$ cat src/rtl/tap3_smooth_reader.sv
// Sweeps a three-read-port RAM in index order and streams the 1-2-1 smoothed
// value of each entry over a valid/ready handshake.
module tap3_smooth_reader #(
    parameter int ADDR_W    = 4,
    parameter int DATA_W    = 8,
    parameter int EDGE_MODE = 0
) (
    input  logic              clk,
    input  logic              rst_n,
    input  logic              start,
    output logic              busy,
    output logic              done,
    output logic              ram_ce,
    output logic              ram_we,
    output logic [ADDR_W-1:0] ram_addr0,
    output logic [ADDR_W-1:0] ram_addr1,
    output logic [ADDR_W-1:0] ram_addr2,
    input  logic [DATA_W-1:0] ram_data0,
    input  logic [DATA_W-1:0] ram_data1,
    input  logic [DATA_W-1:0] ram_data2,
    output logic [DATA_W-1:0] out_data,
    output logic [ADDR_W-1:0] out_idx,
    output logic              out_last,
    output logic              out_valid,
    input  logic              out_ready
);
    localparam logic [ADDR_W-1:0] LAST_IDX = {ADDR_W{1'b1}};

    typedef enum logic [1:0] {IDLE, RUN, DRAIN} state_t;

    state_t            state_reg;
    logic [ADDR_W-1:0] idx_reg;
    logic [ADDR_W-1:0] p_idx_reg;
    logic              p_valid_reg;
    logic              p_first_reg;
    logic              p_end_reg;

    logic              adv;
    logic              in_run;
    logic [DATA_W-1:0] tap_l;
    logic [DATA_W-1:0] tap_r;
    logic [DATA_W+1:0] sum;

    // One beat is in flight at most; a stall freezes both the RAM and the output.
    assign adv    = !out_valid || out_ready;
    assign in_run = (state_reg == RUN);
    assign busy   = (state_reg != IDLE);
    assign ram_ce = in_run && adv;
    assign ram_we = 1'b0;

    assign ram_addr1 = in_run ? idx_reg : '0;
    assign ram_addr0 = (in_run && idx_reg != '0) ? idx_reg - ADDR_W'(1) : '0;
    assign ram_addr2 = !in_run ? '0 : (idx_reg == LAST_IDX) ? LAST_IDX : idx_reg + ADDR_W'(1);

    // Edge flags travel with the RAM read so they line up with the returned data.
    assign tap_l = (EDGE_MODE != 0 && p_first_reg) ? '0 : ram_data0;
    assign tap_r = (EDGE_MODE != 0 && p_end_reg)   ? '0 : ram_data2;
    assign sum   = {2'b00, tap_l} + {1'b0, ram_data1, 1'b0} + {2'b00, tap_r} + (DATA_W+2)'(2);

    always_ff @(posedge clk) begin
        if (!rst_n) begin
            state_reg   <= IDLE;
            idx_reg     <= '0;
            p_idx_reg   <= '0;
            p_valid_reg <= 1'b0;
            p_first_reg <= 1'b0;
            p_end_reg   <= 1'b0;
            done        <= 1'b0;
            out_valid   <= 1'b0;
            out_data    <= '0;
            out_idx     <= '0;
            out_last    <= 1'b0;
        end else begin
            done <= 1'b0;

            if (adv && p_valid_reg) begin
                out_valid <= 1'b1;
                out_data  <= sum[DATA_W+1:2];
                out_idx   <= p_idx_reg;
                out_last  <= p_end_reg;
            end else if (out_ready) begin
                out_valid <= 1'b0;
            end

            case (state_reg)
                IDLE: begin
                    if (start) begin
                        state_reg <= RUN;
                        idx_reg   <= '0;
                    end
                end
                RUN: begin
                    if (adv) begin
                        p_idx_reg   <= idx_reg;
                        p_first_reg <= (idx_reg == '0);
                        p_end_reg   <= (idx_reg == LAST_IDX);
                        p_valid_reg <= 1'b1;
                        idx_reg     <= idx_reg + ADDR_W'(1);
                        if (idx_reg == LAST_IDX)
                            state_reg <= DRAIN;
                    end
                end
                DRAIN: begin
                    if (adv)
                        p_valid_reg <= 1'b0;
                    if (out_valid && out_ready && out_last) begin
                        state_reg <= IDLE;
                        done      <= 1'b1;
                    end
                end
                default: state_reg <= IDLE;
            endcase
        end
    end
endmodule

$ cat config.mk
export PLATFORM = sky130hd
export DESIGN_NAME = tap3_smooth_reader
export DESIGN_NICKNAME = d
export VERILOG_FILES = /design/src/rtl/tap3_smooth_reader.sv
export SDC_FILE = /design/constraint.sdc
export NUM_CORES = 1
export LEC_CHECK = 0
export ABC_AREA = 0
export ABC_CLOCK_PERIOD_IN_PS = 5750
export BUFFER_PORTS_ARGS = -buffer_cell sky130_fd_sc_hd__buf_4
export CELL_PAD_IN_SITES_DETAIL_PLACEMENT = 0
export CELL_PAD_IN_SITES_GLOBAL_PLACEMENT = 1
export CORE_UTILIZATION = 30
export DETAILED_ROUTE_END_ITERATION = 8
export PLACE_DENSITY_LB_ADDON = 0.05
export SYNTH_ARGS = -nofsm -noshare
export SYNTH_HDL_FRONTEND = slang
export SYNTH_SLANG_ARGS = --single-unit
$ cat constraint.sdc
create_clock -name clk -period 5.75 [get_ports clk]
set_clock_uncertainty 0.2 [all_clocks]
set_input_delay 0.2875 -clock clk [delete_from_list [all_inputs] [get_ports clk]]
set_output_delay 0.2875 -clock clk [all_outputs]
set_load 0.02 [all_outputs]
=== Yosys cells after proc, flatten, opt, wreduce, memory -nomap -nowiden ===
Cells that the tools add are included.
Widths: inputs -> output; s select.

* Bits in registers: 27
* Input bits: 28
* Output and inout bits: 30
* Logic and storage cells: 59

* $add $sub $neg: 5
* Equal/unequal tests: 8
* Mux-type cells: 18
* Reductions and logical operators: 18

{| class="wikitable"
|+ Operator list
! cell !! count
|-
| $mux 4 || 6
|-
| $add 10x2->10 const B || 1
|-
| $add 10x8->10 || 1
|-
| $add 8x9->10 || 1
|-
| $mux 2 || 4
|-
| $ne 2x2->1 const B || 4
|-
| $pmux 4 s2 || 1
|-
| $reduce_bool 2->1 || 4
|-
| $pmux 2 s3 || 1
|-
| $reduce_and 3->1 || 2
|-
| $logic_and 1x1->1 || 5
|-
| $mux 1 || 5
|-
| $add 4x1->4 const B || 1
|-
| $eq 4x4->1 const B || 1
|-
| $reduce_and 2->1 || 2
|-
| $reduce_and 4->1 || 1
|-
| $reduce_bool 4->1 || 1
|-
| $sub 4x1->4 const B || 1
|-
| $eq 2x1->1 const B || 1
|-
| $eq 2x2->1 const B || 1
|-
| $logic_not 2->1 || 1
|-
| $ne 2x1->1 const B || 1
|-
| $pmux 1 s2 || 1
|-
| $logic_not 1->1 || 1
|-
| $logic_or 1x1->1 || 1
|}

=== Longest topological paths before layout ===
* Word-level depth: 4
* Gate-level depth with buffers: 9
* Depth with buffers taken out: 9

=== Least setup slack after synthesis ===
Ideal clock, no wire load.

* Path kind: input port to flip-flop
* From: input ram_data0[5]
* To: register out_data[7]
* Setup time: 0.125 ns
* Arrival time: 2.100 ns
* Data required time: 5.425 ns
* Path slack: 3.325 ns
* Stages: 7
* Path buffers: 0
* Cell sequence: fa_1 -> ha_1 -> a21o_1 -> a21o_1 -> a41o_2 -> a2111oi_4 -> nor3_1

* Cells in the longest elaborated chain, start to end: 3

{| class="wikitable"
|+ RTL lines
! element !! line !! text
|-
| from (decl) || 18 || <nowiki>input logic [DATA_W-1:0] ram_data0,</nowiki>
|-
| $add 8x9->10 || 58 || <nowiki>assign sum = {2'b00, tap_l} + {1'b0, ram_data1, 1'b0} + {2'b00, tap_r} + (DATA_W+2)'(2);</nowiki>
|-
| $add 10x8->10 || 58 ||
|-
| $add 10x2->10 || 58 ||
|-
| to (signal assigned) || 78 || <nowiki>out_data <= sum[DATA_W+1:2];</nowiki>
|-
| to (decl) || 21 || <nowiki>output logic [DATA_W-1:0] out_data,</nowiki>
|}

Every way passes these cells.
A chain may end at the register's enable or synchronous reset.

=== Worst setup path in the final report ===
* From: input ram_data0[2]
* To: register out_data[7]

Same word-level chain as after synthesis.

==> impl_metrics.env <==
export IMPL_status="finished clean"
export IMPL_clockRootBuffer="clkbuf_8"
export IMPL_firstDrtPassIters=4
export IMPL_layout_nets=297
export IMPL_port_buffer_count=56
export IMPL_post_cts_resize_count=0
export IMPL_fp_dieH_um=75.9
export IMPL_fp_dieArea_um2=5760
export IMPL_start_kind="input pin"
export IMPL_diodes=0
export IMPL_vias=1499
export IMPL_synth_main_ff_cell="dfxtp_1"
export IMPL_place_inst=316
export IMPL_hold_viol_final=0
export IMPL_min_path_type="in -> reg"
export IMPL_critPathMaxStageDelay_ns=0.47
export IMPL_first_iter_violations=43
export IMPL_final_seq_area_um2=541
export IMPL_fin_cells=320
export IMPL_largest_register_ffs=8
export IMPL_synth_simple_area_share_pct=25.5
export IMPL_tritoncts="built"
export IMPL_syn_inst=200
export IMPL_maxCapViolations=0
export IMPL_synthMuxAreaShare_pct=0.611
export IMPL_synth_seq_area_share_pct=33.0
export IMPL_regMostFlops="out_data"
export IMPL_antenna_found_initial=0
export IMPL_slew_headroom_pct=46.0
export IMPL_crit_chain="buf_4 -> fa_1 -> ha_1 -> o21ai_0 -> o21bai_2 -> a41o_2 -> a2111oi_4 -> nor3_1"
export IMPL_grt_overflow=0
export IMPL_yosys_register_bits=27
export IMPL_cts_htree_levels=1
export IMPL_synthArstFlopShare_pct=0
export IMPL_clk_path_buf_depth=2
export IMPL_cp_max_fo=4
export IMPL_arrival_ns=2.30
export IMPL_cts_buffers=3
export IMPL_fin_ws_ns=3.41
export IMPL_synth_fa_ha_area_share_pct=16.5
export IMPL_clock_fmax_ghz=0.427
export IMPL_syn_area_um2=1640
export IMPL_crit_type="in -> reg"
export IMPL_die_width_um=75.9
export IMPL_period_needed_ns=2.34
export IMPL_crit_required_ns=5.71
export IMPL_setup_viol=0
export IMPL_grt_start_max_net_pins=26
export IMPL_synth_xor_area_share_pct=2.14
export IMPL_timing_final_crit_share_pct=40.8
export IMPL_syn2layout_area_growth_pct=31.4
export IMPL_clock_sinks=27
export IMPL_worst_ir_drop_vdd_v=0.0000735
export IMPL_core_rowCount=26
export IMPL_slew_viol_final=0
export IMPL_routed_wl_um=3750
export IMPL_grt_first_pass_wirelength_um=6010
export IMPL_pin_count=58
export IMPL_multi_input_area_um2=1020
export IMPL_drive_above_1_share_pct=26.0
export IMPL_track_usage_pct=13.4
export IMPL_cts_setup_buffers=0
export IMPL_start_util_pct=31.7
export IMPL_synth_compound_area_share_pct=17.6
export IMPL_p_leak_uw=0.000938
export IMPL_first_global_vias=1295
export IMPL_ant_nets=0
export IMPL_place_hpwl_um=2770
export IMPL_vias_per_cell=4.68
export IMPL_setup_tns_ns=0
export IMPL_postLayoutCoreUtil_pct=41.6
export IMPL_synth_top_family_by_area="simple AND/OR/NAND/NOR gates"
export IMPL_wl_per_cell_um=11.7
export IMPL_ys_types=44
export IMPL_power_density_nw_per_um2=222
export IMPL_holdBufCountCts=0
export IMPL_gp_congestion=0.724
export IMPL_hold_slack_ns=0.117
export IMPL_rsz0062_at_grt="no"
export IMPL_pre_cts_ws_ns=3.12
export IMPL_critPathSlowestCell="fa_1"
export IMPL_clock_latency_ns=0.27
export IMPL_drc_errors=0
export IMPL_clk_pin_slew_ns=0.09
export IMPL_synth_nets=246
export IMPL_core_area_um2=5170
export IMPL_endpoint_kind="register"
export IMPL_nFillCells=551
export IMPL_yosysWarnings=0
export IMPL_synth_edf_count=0
export IMPL_avgSynthCellArea_um2=8.19
export IMPL_worst_pin_slew_ns=0.810
[stage by stage]
stage	instance area [µm²]	total power [µW]
after floorplan	1640	318
after global placement	2100	373
after detailed placement	2100	372
after CTS	2150	484
after global routing	2150	511
final	2150	477
[critical path: cells and delay by family]
family	cells	cell delay, ns
fa+ha+maj	2	0.81
compound gates	4	0.99
buf+inv	1	0.11
simple gates	1	0.08
[area by class of cell]
| cell class | count | area share (%) |
|---|---|---|
| inverter | 8 | 1.40 |
| timing repair buffer | 56 | 19.5 |
| tap | 70 | 4.07 |
| multi-input combinational | 155 | 47.6 |
| clock inverter | 1 | 0.349 |
| sequential | 27 | 25.1 |
| clock buffer | 3 | 1.92 |
[cells in the final DEF (no fill, tap or decap), types with 2 or more instances in the layout]
cell type / n
buf_4: 56
nand2_1: 28
dfxtp_1: 27
nor2_1: 22
a21oi_1: 22
ha_1: 12
o21ai_0: 8
nand3_1: 8
inv_1: 7
fa_1: 6
nor3_1: 5
nand2b_1: 4
nand3b_1: 3
a21o_1: 3
nand4b_1: 3
clkbuf_8: 3
and3_1: 2
and2_1: 2
xnor2_1: 2
nand4_1: 2
xor2_1: 2
[power by group]
group / switching [µW] / leakage, µW / internal (µW)
logic: 88.2 / 0.000697 / 71.5
clock network: 61.7 / 0.0000217 / 49.2
registers: 8.57 / 0.000220 / 198
total: 158 / 0.000938 / 319
[worst paths after layout]
check             cells after the start  slack, ns    startpoint           to
setup / recovery                      8       3.41  ram_data0[2]  out_data[7]
hold / removal                        3       0.12     out_ready         done
setup reg to reg                      5       3.90  state_reg[1]   idx_reg[1]
hold reg to reg                       2       0.26  p_idx_reg[1]   out_idx[1]
[Yosys cell counts (2+ instances only)]
master / instances / area, µm²
a21o_1: 3 / 22.5
a21oi_1: 22 / 110
and2_1: 2 / 12.5
and3_1: 2 / 12.5
clkbuf_1: 8 / 30.0
dfxtp_1: 27 / 541
fa_1: 6 / 120
ha_1: 12 / 150
inv_1: 7 / 26.3
nand2_1: 28 / 105
nand2b_1: 4 / 25.0
nand3_1: 8 / 40.0
nand3b_1: 3 / 22.5
nand4_1: 2 / 12.5
nand4b_1: 3 / 26.3
nor2_1: 22 / 82.6
nor3_1: 5 / 25.0
o21ai_0: 8 / 40.0
xnor2_1: 2 / 17.5
xor2_1: 2 / 17.5
[cells by family after synthesis]
group | count (synthesis)
simple gates | 87
mux | 1
compound gates | 44
other cells | 1
flops | 27
fa+ha+maj | 18
buf+inv | 18
xor+xnor | 4
[routing by layer]
layer | global-route usage, % | vias up | part of all wire (%)
met4 | 3.70 | 0 | 0.61
met1 | 19.4 | 665 | 50
li1 | - | 787 | -
met2 | 20.5 | 45 | 42
met3 | 1.98 | 2 | 7.1
met5 | 0 | - | 0
(Power assumes the default switching activity.)
